### config.mk
export PLATFORM = sky130hd
export DESIGN_NAME = ledbus_driver_flat
export DESIGN_NICKNAME = d
export VERILOG_FILES = /design/src/rtl/ledbus_pkg.sv /design/src/rtl/ledbus_if.sv /design/src/rtl/ledbus_prescaler.sv /design/src/rtl/ledbus_driver.sv /design/src/flat_wrapper.sv
export SDC_FILE = /design/constraint.sdc
export NUM_CORES = 1
export LEC_CHECK = 0
export BUFFER_PORTS_ARGS = -buffer_cell sky130_fd_sc_hd__buf_2
export CAP_MARGIN = 10
export CELL_PAD_IN_SITES_DETAIL_PLACEMENT = 1
export CELL_PAD_IN_SITES_GLOBAL_PLACEMENT = 1
export CORE_ASPECT_RATIO = 1.2
export CORE_MARGIN = 3
export CORE_UTILIZATION = 45
export CTS_BUF_LIST = sky130_fd_sc_hd__clkbuf_8
export DETAILED_ROUTE_END_ITERATION = 6
export GPL_TIMING_DRIVEN = 0
export PLACE_DENSITY_LB_ADDON = 0.1
export SYNTH_ARGS = -nofsm -noshare
export SYNTH_HDL_FRONTEND = slang
export SYNTH_SLANG_ARGS = --single-unit
### constraint.sdc
create_clock -name clk -period 2.4 [get_ports clk]
set_input_delay 0 -clock clk [delete_from_list [all_inputs] [get_ports clk]]
set_output_delay 0 -clock clk [all_outputs]
set_load 0.005 [all_outputs]
### src/rtl/ledbus_pkg.sv
// rtl/ledbus_pkg.sv - shared mode encoding for the LED bus driver
package ledbus_pkg;

    typedef enum logic [1:0] {
        LED_OFF    = 2'b00,
        LED_STATIC = 2'b01,
        LED_BLINK  = 2'b10,
        LED_PULSE  = 2'b11
    } led_mode_t;

endpackage

### src/rtl/ledbus_if.sv
// rtl/ledbus_if.sv - valid/ready write bus carrying per-channel mode updates
interface ledbus_if #(
    parameter int NUM_LED = 4
);
    import ledbus_pkg::*;

    localparam int ADDR_W = (NUM_LED > 1) ? $clog2(NUM_LED) : 1;

    logic              bus_valid;
    logic              bus_ready;
    logic [ADDR_W-1:0] bus_addr;
    led_mode_t         bus_mode;
    logic              bus_data;

    modport master (
        output bus_valid, bus_addr, bus_mode, bus_data,
        input  bus_ready
    );

    modport slave (
        input  bus_valid, bus_addr, bus_mode, bus_data,
        output bus_ready
    );

endinterface

### src/rtl/ledbus_prescaler.sv
// rtl/ledbus_prescaler.sv - free-running divider producing a phase bit that toggles every DIV cycles
module ledbus_prescaler #(
    parameter int DIV = 25000000
) (
    input  logic clk,
    input  logic rst,
    output logic phase
);

    localparam int CNT_W = $clog2(DIV);

    logic [CNT_W-1:0] cnt;

    always_ff @(posedge clk) begin
        if (rst) begin
            cnt   <= '0;
            phase <= 1'b0;
        end else if (cnt == CNT_W'(DIV - 1)) begin
            cnt   <= '0;
            phase <= ~phase;
        end else begin
            cnt <= cnt + 1'b1;
        end
    end

endmodule

### src/rtl/ledbus_driver.sv
// rtl/ledbus_driver.sv - bus-written multi-channel LED driver with off/static/blink/pulse modes
module ledbus_driver
    import ledbus_pkg::*;
#(
    parameter int NUM_LED   = 4,
    parameter int BLINK_DIV = 25000000,
    parameter int PULSE_LEN = 50000000
) (
    input  logic               clk,
    input  logic               rst,
    input  logic               en,
    ledbus_if.slave            bus,
    output logic [NUM_LED-1:0] led
);

    localparam int ADDR_W = (NUM_LED > 1) ? $clog2(NUM_LED) : 1;
    localparam int PCNT_W = $clog2(PULSE_LEN + 1);

    logic               ready_q;
    logic               accept;
    logic               blink_phase;
    logic [NUM_LED-1:0] value;

    assign bus.bus_ready = ready_q;
    assign accept        = bus.bus_valid & ready_q;

    // Ready drops for the commit cycle after every accepted write.
    always_ff @(posedge clk) begin
        if (rst) begin
            ready_q <= 1'b0;
        end else begin
            ready_q <= ~accept;
        end
    end

    ledbus_prescaler #(
        .DIV(BLINK_DIV)
    ) u_prescaler (
        .clk  (clk),
        .rst  (rst),
        .phase(blink_phase)
    );

    for (genvar i = 0; i < NUM_LED; i++) begin : g_ch
        led_mode_t         mode;
        logic              level;
        logic [PCNT_W-1:0] pcnt;
        logic              hit;

        // Out-of-range addresses never match a channel, so they only complete the handshake.
        assign hit = accept && (bus.bus_addr == ADDR_W'(i));

        always_ff @(posedge clk) begin
            if (rst) begin
                mode  <= LED_OFF;
                level <= 1'b0;
                pcnt  <= '0;
            end else if (hit) begin
                mode <= bus.bus_mode;
                pcnt <= (bus.bus_mode == LED_PULSE) ? PCNT_W'(PULSE_LEN) : '0;
                if (bus.bus_mode == LED_STATIC) begin
                    level <= bus.bus_data;
                end
            end else if (pcnt != '0) begin
                pcnt <= pcnt - 1'b1;
                if (pcnt == PCNT_W'(1)) begin
                    mode <= LED_OFF;
                end
            end
        end

        assign value[i] = (mode == LED_STATIC) ? level :
                          (mode == LED_BLINK)  ? blink_phase :
                          (mode == LED_PULSE)  ? (pcnt != '0) : 1'b0;
    end

    always_ff @(posedge clk) begin
        if (rst) begin
            led <= '0;
        end else begin
            led <= en ? value : '0;
        end
    end

endmodule

### src/flat_wrapper.sv
// flat-port wrapper written by rule: the top's interface ports become plain ports
module ledbus_driver_flat import ledbus_pkg::*;
#(
    parameter int NUM_LED   = 4,
    parameter int BLINK_DIV = 25000000,
    parameter int PULSE_LEN = 50000000
)
  (clk, rst, en, led, bus_bus_valid, bus_bus_addr, bus_bus_mode, bus_bus_data, bus_bus_ready);
  ledbus_if #(.NUM_LED(NUM_LED)) bus_i ();
  input  logic clk;
  input  logic rst;
  input  logic en;
  output logic [NUM_LED-1:0] led;
  input wire logic [$bits(bus_i.bus_valid)-1:0] bus_bus_valid;
  input wire logic [$bits(bus_i.bus_addr)-1:0] bus_bus_addr;
  input wire logic [$bits(bus_i.bus_mode)-1:0] bus_bus_mode;
  input wire logic [$bits(bus_i.bus_data)-1:0] bus_bus_data;
  output wire logic [$bits(bus_i.bus_ready)-1:0] bus_bus_ready;
  assign bus_i.bus_valid = bus_bus_valid;
  assign bus_i.bus_addr = bus_bus_addr;
  assign bus_i.bus_mode = bus_bus_mode;
  assign bus_i.bus_data = bus_bus_data;
  assign bus_bus_ready = bus_i.bus_ready;
  ledbus_driver #(.NUM_LED(NUM_LED), .BLINK_DIV(BLINK_DIV), .PULSE_LEN(PULSE_LEN)) u_core (.clk(clk), .rst(rst), .en(en), .bus(bus_i), .led(led));
endmodule
==> impl_metrics.tcl, run 1 <==
set metrics [dict create \
    cts.htree.levels 4 \
    cp_max_fo 5 \
    numClockSinks 147 \
    yosys.cell_types.count 55 \
    die_y_um 144 \
    clockBufferDepth 2 \
    fmax_ghz 0.428 \
    relSlewSlack 0.589 \
    cts.clk_slew.worst_paths_ns 0.08 \
    finish.utilization 0.534 \
    synth-edff-count 0 \
    io_buffers 12 \
    setup_tns_ns 0 \
    skew_ns 0.00759 \
    initial_utilization 0.460 \
    finalPower_mw 12.9 \
    yosysSeqAreaShare 0.409 \
    grt_pass1_vias 6821 \
    drv_slew 0 \
    grt_util_all_layers 0.231 \
    synth_cells 856 \
    hold-path-cell-count 4 \
    power_leakage_nw 3.00 \
    clk_latency_ns 0.45 \
    wirelength_mm 19.8 \
    vias 6491 \
    r2r-end "u_core.g_ch[0].pcnt[18]" \
    hold_end "u_core.led[3]" \
    grt-ovfl-total 0 \
    syn_area_per_cell_um2 8.40 \
    period_share 0.973 \
    hold_viol 0 \
    drive_above_1_share 0.130 \
    first_pass_iters 6 \
    root_buffer "clkbuf_8" \
    worstMarginPinSlew_ns 0.612 \
    powerDensity_nw_per_um2 1550 \
    cts_buffers 17 \
    routabilityCongestion 0.833 \
    die_width_um 121 \
    antenna_found_initial 0 \
    dp.final_hpwl_mm 13.7 \
    hold_class "input pin to flip-flop" \
    crit_path_start_kind "flip-flop" \
    setup_violations 0 \
    cts_tree "yes" \
    insertedDiodeCount 0 \
    criticalPathCategory "flip-flop to flip-flop" \
    dieArea_um2 17500 \
    syn_area_um2 7190 \
    synthesis.nets 874 \
    synth_seq_cells 147 \
    peakVddDrop_mv 0.821 \
    core_um2 15600 \
    final.fill_count 1865 \
    ys_async_sr_fraction 0 \
    hold_start "en" \
    ys_warn_count 0 \
    ant_nets 0 \
    areaGrowthSynthToFinish_pct 16.2 \
    r2r-start "u_core.g_ch[0].pcnt[0]" \
    reg2reg_slack_ns 0.06 \
    critPathLaunch "u_core.g_ch[0].pcnt[0]" \
    ys.flop_type "dfxtp_1" \
    r2r_cells 8 \
    synth_top_area_cell "dfxtp_1" \
    min_period_ns 2.34 \
    nets 921 \
    io_pins 14 \
    rsz0062_at_grt "true" \
    required_ns 2.73 \
    fp-row-count 50 \
    cp.arrival_ns 2.66 \
    grt_pass1_wl_mm 33.0 \
    drtIter0Drc 335 \
    grt_max_degree 17 \
    routedWlPerCell_um 17.6 \
    status "finished, final reports clean" \
    vias_per_cell 5.78 \
    crit_path_end_kind "flip-flop" \
    synth_top_area_share 0.409 \
    synth.top_cells.by_area "dfxtp_1, nor2_1, xor2_1" \
    drcViolationCount 0 \
    maxCapViolations 0 \
]
-- synthesized netlist by cell type, drive strengths merged (12+ instances only) --
cell / count
dfxtp: 147
o211ai: 25
xor2: 47
nand3: 30
or3: 23
a31oi: 16
nand2: 36
nor4: 34
o21ai: 27
xnor2: 43
inv: 24
or2: 12
clkbuf: 35
nor3: 27
nor2: 130
a21oi: 50
nand4: 14
or4: 23
-- worst max-delay path, cell delays in order, from the launching register on --
cell	delay, ns
dfxtp_4	0.37
inv_2	0.08
ha_4	0.13
or4b_4	0.46
or4_4	0.45
buf_2	0.18
nor4b_2	0.30
xnor2_1	0.18
nor2_1	0.07
-- worst max path at each step --
| stage | end | cells after the start |
|---|---|---|
| 6_report | u_core.g_ch[0].pcnt[18] | 8 |
| 5_1_grt | u_core.g_ch[1].pcnt[24] | 8 |
| 4_1_cts | u_core.g_ch[0].pcnt[15] | 7 |
| 3_5_place_dp | u_core.led[3] | 8 |
| 3_3_place_gp | u_core.g_ch[1].pcnt[24] | 8 |
| 2_1_floorplan | u_core.g_ch[0].pcnt[17] | 6 |
-- layout by cell type (no fill, tap or decap), types with 14 or more instances in the layout --
cell type and instances:
dfxtp_1 142, nor2_1 127, a21oi_1 50, xor2_1 47, xnor2_1 43, nand2_1 36, nand3_1 29, clkbuf_1 28
inv_1 27, o211ai_1 25, nor3_1 24, clkbuf_8 24, or3_1 22, o21ai_0 21, nor4_1 20, or4_1 16
a31oi_1 16, nand4_1 14
-- report_power, final --
group          internal, mW  switching, mW  total, mW
clock                 0.961          0.914       1.88
sequential             3.14          0.862       4.00
combinational          2.92           4.13       7.05
total                  7.03           5.90       12.9
-- kinds of logic after synthesis --
| family | count (synthesis) | share of synthesized area |
|---|---|---|
| and+or+nand+nor | 379 | 0.279 |
| adders and majority gates | 9 | 0.0157 |
| DFF | 147 | 0.409 |
| AOI/OAI and AO/OA | 162 | 0.145 |
| muxes | 5 | 0.00696 |
| buffers and inverters | 64 | 0.0350 |
| xor gates and xnor gates | 90 | 0.110 |
-- area by class of cell --
class	instances	area (um2)	area share
Buffer	37	184	0.0220
Tap cell	208	260	0.0311
Multi-Input combinational cell	645	4260	0.509
Clock buffer	23	317	0.0379
Clock inverter	8	61.3	0.00734
Timing Repair Buffer	31	228	0.0273
Sequential cell	147	2960	0.354
Inverter	24	92.6	0.0111
-- repair_timing --
action	4_1_cts	5_1_grt
cloned	1	1
buffers inserted	7	6
gates resized for setup	39	33
endpoints found under the setup margin	89	96
pin swaps	8	10
hold endpoints to repair	13	0
hold buffers	4	0
-- per-stage QoR --
stage	instances	hold slack [ns]	area [um2]	setup WS [ns]
global placement	1076	0.299	7530	-0.303
CTS	1118	0.0160	8150	0.00124
detailed placement	1076	0.326	7530	-0.455
global route	1123	0.0458	8360	-0.0520
floorplan	856	0.122	7210	0.0433
finish	1123	0.0408	8360	0.0645
-- routing by layer --
| layer | up-vias | global-route usage | wire, um | part of all wire |
|---|---|---|---|---|
| met1 | 3219 | 0.270 | 8630 | 0.44 |
| met4 | 0 | 0.0732 | 270 | 0.014 |
| li1 | 3197 | - | - | - |
| met5 | - | 0 | 0 | 0 |
| met2 | 53 | 0.425 | 10500 | 0.53 |
| met3 | 22 | 0.0423 | 401 | 0.020 |
-- state kept, by name, indices dropped and copies added, names as in the netlist --
| name | count |
|---|---|
| u_core.u_prescaler.cnt | 25 |
| u_core.g_ch.level | 4 |
| u_core.u_prescaler.phase | 1 |
| u_core.bus.bus_ready | 1 |
| u_core.g_ch.pcnt | 104 |
| u_core.g_ch.mode | 8 |
| u_core.led | 4 |
Note: power is estimated with default switching activity, not from simulation.
==> run 2: changes to the inputs <==
--- a/config.mk
+++ b/config.mk
@@ -16,3 +16,3 @@
 export DETAILED_ROUTE_END_ITERATION = 6
-export GPL_TIMING_DRIVEN = 0
+export GPL_TIMING_DRIVEN = 1
 export PLACE_DENSITY_LB_ADDON = 0.1
==> constraint.sdc (replaced) <==
create_clock -name clk -period 2.4 [get_ports clk]
set_input_delay 0.48 -clock clk [delete_from_list [all_inputs] [get_ports clk]]
set_output_delay 0.48 -clock clk [all_outputs]
set_load 0.005 [all_outputs]
==> impl_metrics.tcl, run 2 (same netlist as run 1, synthesis figures left out) <==
set metrics [dict create \
    cp_max_fo 6 \
    finish.utilization 0.529 \
    min_period_ns 2.31 \
    dp.final_hpwl_mm 13.8 \
    vias_per_cell 5.80 \
    die_y_um 144 \
    wl_met1_mm 8.34 \
    hold_viol 0 \
    path_buf_inv 3 \
    critPathLaunch "u_core.g_ch[0].pcnt[0]" \
    final_common_cell "dfxtp_1" \
    routedWlPerCell_um 17.2 \
    ant_nets 0 \
    path_cells "inv_2 -> ha_4 -> or4b_4 -> or4_4 -> buf_8 -> buf_4 -> nor2_1 -> xnor2_1 -> a21oi_1" \
    period_share 0.964 \
    routabilityCongestion 0.799 \
    cp_slowest_cell "or4_4" \
    root_buffer "clkbuf_8" \
    hold_end "u_core.bus.bus_ready" \
    drtIter0Drc 347 \
    place_inst 1088 \
    crit_family "simple AND/OR/NAND/NOR gates" \
    core_um2 15600 \
    crit_path_start_kind "flip-flop" \
    stdcell_count 1121 \
    crit_path_end_kind "flip-flop" \
    die_width_um 121 \
    final.fill_count 1860 \
    routed.top_layer "met4" \
    hold_start "bus_bus_valid" \
    skew_ns 0.0141 \
    r2r_cells 9 \
    final_cell_mix "dfxtp_1, nor2_1, a21oi_1, buf_4, xor2_1" \
    hold_class "input pin to flip-flop" \
    first_pass_iters 4 \
    wirelength_mm 19.2 \
    insertedDiodeCount 0 \
    criticalPathCategory "flip-flop to flip-flop" \
    status "finished, final reports clean" \
    maxCapViolations 0 \
    grt_util_all_layers 0.229 \
    cp.arrival_ns 2.66 \
    grt_max_degree 25 \
    powerDensity_nw_per_um2 1560 \
    reg2reg_slack_ns 0.09 \
    reg_top3 "u_core.g_ch.pcnt x104, u_core.u_prescaler.cnt x25, u_core.g_ch.mode x8" \
    initial_utilization 0.460 \
    numClockSinks 147 \
    rsz0062_at_grt "false" \
    vias 6507 \
    io_buffers 13 \
    peakVddDrop_mv 0.615 \
    nets 918 \
    largest_reg_flops 104 \
    multi_input_area_um2 4070 \
    wl_met2_mm 10.1 \
    power_leakage_nw 3.06 \
    relSlewSlack 0.608 \
    required_ns 2.74 \
    grt_pass1_wl_mm 32.8 \
    dieArea_um2 17500 \
    areaGrowthSynthToFinish_pct 15.1 \
    drive_above_1_share 0.137 \
    regArea_um2 2940 \
    drcViolationCount 0 \
    routed-wl-met3_um 472 \
    worstMarginPinSlew_ns 0.587 \
    max_stage_delay_ns 0.56 \
    cts_tree "yes" \
    fmax_ghz 0.432 \
    cts.htree.levels 4 \
    cts.clk_slew.worst_paths_ns 0.09 \
    grt-ovfl-total 0 \
    drv_slew 0 \
    io_pins 14 \
    cts_buffers 17 \
    cts-hold-fix-buffers 0 \
    clockBufferDepth 2 \
    antenna_found_initial 0 \
    r2r-start "u_core.g_ch[0].pcnt[0]" \
    fp-row-count 50 \
    largest_register "u_core.g_ch.pcnt" \
    setup_violations 0 \
    r2r-end "u_core.g_ch[0].pcnt[22]" \
    grt_pass1_vias 6855 \
    clk_latency_ns 0.46 \
    hold-path-cell-count 2 \
]
==> run 2: cell count changes in the layout (fill, tap and decap cells not counted), sizes merged <==
cell	previous run	this run
clkbuf	57	21
buf	30	65
dlygate4sd3	4	0
bufinv	1	4
inv	29	26
clkinv	1	3
clkinvlp	1	2
==> run 2: layout make-up <==
type / count / area share
multi-input combinational: 645 / 0.492
sequential: 147 / 0.356
timing repair buffer: 65 / 0.0564
clock buffer: 21 / 0.0349
tap: 208 / 0.0314
clock inverter: 11 / 0.0190
inverter: 24 / 0.0109
==> run 2: power by group <==
| part | internal [mW] | switching, mW | total, mW |
|---|---|---|---|
| registers | 3.13 | 0.744 | 3.87 |
| clock network | 1.23 | 0.930 | 2.16 |
| logic | 2.91 | 3.96 | 6.87 |
==> run 2: worst max path at each step <==
| stage | to | slack, ns | cells after the start |
|---|---|---|---|
| CTS | u_core.g_ch[0].pcnt[10] | 0.02 | 8 |
| global route | u_core.g_ch[0].pcnt[18] | 0.008 | 6 |
| floorplan | u_core.g_ch[0].pcnt[17] | 0.04 | 6 |
| global placement | u_core.g_ch[0].pcnt[22] | 0.03 | 8 |
| detailed placement | u_core.g_ch[0].pcnt[17] | -0.04 | 4 |
| finish | u_core.g_ch[0].pcnt[22] | 0.09 | 9 |
==> run 2: what timing repair did <==
action | CTS | global route
setup buffers | 0 | 1
endpoints found under the setup margin | 12 | 22
gates resized for setup | 4 | 10
pin swaps | 0 | 11
==> run 2: worst register-to-register path, stage by stage, from the launching register on <==
cell	delay, ns
dfxtp_2	0.33
inv_2	0.08
ha_4	0.14
or4b_4	0.45
or4_4	0.56
buf_8	0.16
buf_4	0.13
nor2_1	0.12
xnor2_1	0.15
a21oi_1	0.09
==> run 2: layer usage <==
layer	track usage	vias to the layer above
li1	-	3198
met1	0.269	3209
met2	0.410	76
met3	0.0493	24
met4	0.0808	0
met5	0	-
==> run 2: stage by stage <==
step | power, mW | TNS, ns | cell area [um2] | hold slack, ns | setup slack [ns]
5_1_grt | 14.0 | 0 | 8280 | 0.271 | 0.00800
3_5_place_dp | 10.5 | -0.151 | 7760 | 0.475 | -0.0370
2_1_floorplan | 8.38 | 0 | 7210 | 0.441 | 0.0433
4_1_cts | 12.8 | 0 | 8230 | 0.255 | 0.0242
3_3_place_gp | 10.1 | 0 | 7760 | 0.450 | 0.0314
6_report | 12.9 | 0 | 8280 | 0.294 | 0.0862
==> run 3: changes to the inputs <==
Settings changed: CORE_UTILIZATION 45 to 54.
Clock period 2.4 ns to 2.8 ns, I/O delays scaled along.
==> impl_metrics.tcl, run 3 (same netlist as run 1, synthesis figures left out) <==
set metrics [dict create \
    cts_buffers 17 \
    initial_utilization 0.560 \
    grt-ovfl-total 0 \
    hold_class "input pin to flip-flop" \
    largest_register "u_core.g_ch.pcnt" \
    status "finished, final reports clean" \
    crit_path_start_kind "flip-flop" \
    dpl_cell_area_um2 7520 \
    vias_per_cell 6.18 \
    die_y_um 132 \
    setup_violations 0 \
    clk_latency_ns 0.46 \
    drive_above_1_share 0.105 \
    grt_max_degree 25 \
    reg_top3 "u_core.g_ch.pcnt x104, u_core.u_prescaler.cnt x25, u_core.g_ch.mode x8" \
    rsz0062_at_grt "false" \
    cts-hold-fix-buffers 0 \
    vias 6520 \
    routabilityCongestion 0.848 \
    required_ns 3.15 \
    power_leakage_nw 2.95 \
    period_share 0.949 \
    fp-row-count 45 \
    routedWlPerCell_um 18.3 \
    first_pass_iters 5 \
    crit_path_end_kind "flip-flop" \
    skew_ns 0.0139 \
    peakVddDrop_mv 0.887 \
    postCtsSetupBuffers 0 \
    grt_pass1_wl_mm 33.2 \
    cp_max_fo 13 \
    powerDensity_nw_per_um2 1380 \
    setup_tns_ns 0 \
    grt_pass1_vias 6750 \
    fmax_ghz 0.376 \
    final_cell_mix "dfxtp_1, nor2_1, a21oi_1" \
    io_pins 14 \
    largest_reg_flops 104 \
    hold_viol 0 \
    die_width_um 111 \
    wirelength_mm 19.3 \
    insertedDiodeCount 0 \
    dieArea_um2 14700 \
    clockBufferDepth 2 \
    min_period_ns 2.66 \
    cp.arrival_ns 3.01 \
    drtIter0Drc 436 \
    worstMarginPinSlew_ns 0.661 \
    nets 896 \
    multi_input_area_um2 4000 \
    cts_tree "yes" \
    stdcell_area_um2 8010 \
    cts.clk_slew.worst_paths_ns 0.08 \
    criticalPathCategory "flip-flop to flip-flop" \
    areaGrowthSynthToFinish_pct 11.4 \
    root_buffer "clkbuf_8" \
    core_um2 12800 \
    io_buffers 13 \
    relSlewSlack 0.555 \
    maxCapViolations 0 \
    drcViolationCount 0 \
    dp.final_hpwl_mm 13.2 \
    numClockSinks 147 \
    cts.htree.levels 4 \
    final_common_cell "dfxtp_1" \
    final.fill_count 1554 \
    cts_resized 2 \
    grt_util_all_layers 0.269 \
    antenna_found_initial 1 \
    ant_nets 0 \
    regArea_um2 2940 \
    drv_slew 0 \
]
run 3: stage by stage:
stage | total power, mW | hold WS, ns | util | setup slack, ns | instances
3_3_place_gp | 8.53 | 0.457 | 0.586 | 0.104 | 1023
6_report | 11.0 | 0.292 | 0.624 | 0.142 | 1055
2_1_floorplan | 7.34 | 0.441 | - | 0.257 | 856
3_5_place_dp | 8.89 | 0.472 | 0.586 | 0.00785 | 1023
4_1_cts | 11.0 | 0.263 | 0.624 | 0.140 | 1055
5_1_grt | 11.9 | 0.280 | 0.624 | 0.0117 | 1055
run 3: final cells by class:
class / instances / area share
inverters: 24 / 0.0112
repair buffers: 43 / 0.0362
clock buffers: 22 / 0.0378
flip-flops and latches: 147 / 0.367
well taps: 164 / 0.0256
multi-input cells: 645 / 0.500
clock inverters: 10 / 0.0220
run 3: routing by layer:
layer / share of wire / up-vias / global-route usage / routed length [um]
li1: - / 3144 / - / -
met1: 0.43 / 3231 / 0.321 / 8290
met2: 0.52 / 110 / 0.478 / 10000
met3: 0.030 / 33 / 0.0499 / 571
met4: 0.019 / 2 / 0.106 / 359
met5: 0.00057 / - / 0 / 11
run 3: where the power goes:
part	leakage (nW)	total [mW]	internal (mW)	switching, mW
Combinational	1.51	5.65	2.26	3.40
Clock	0.246	1.99	1.17	0.815
Sequential	1.20	3.40	2.71	0.695
Total	2.95	11.0	6.14	4.91
run 3: worst max-delay path: stages (launching register included):
cell,delay [ns]
dfxtp_1,0.36
inv_1,0.11
ha_1,0.16
or4b_2,0.59
or4_4,0.63
buf_4,0.21
nor4b_2,0.25
xnor2_1,0.17
nor2_1,0.06
run 3: path summary, 6_finish.rpt:
path	start	slack (ns)	cells past startpoint	end
worst min register to register	u_core.u_prescaler.cnt[0]	0.48	1	u_core.u_prescaler.cnt[0]
worst max-delay path	u_core.g_ch[0].pcnt[0]	0.14	8	u_core.g_ch[0].pcnt[18]
worst min-delay path	rst	0.29	2	u_core.u_prescaler.cnt[2]
worst max register to register	u_core.g_ch[0].pcnt[0]	0.14	8	u_core.g_ch[0].pcnt[18]
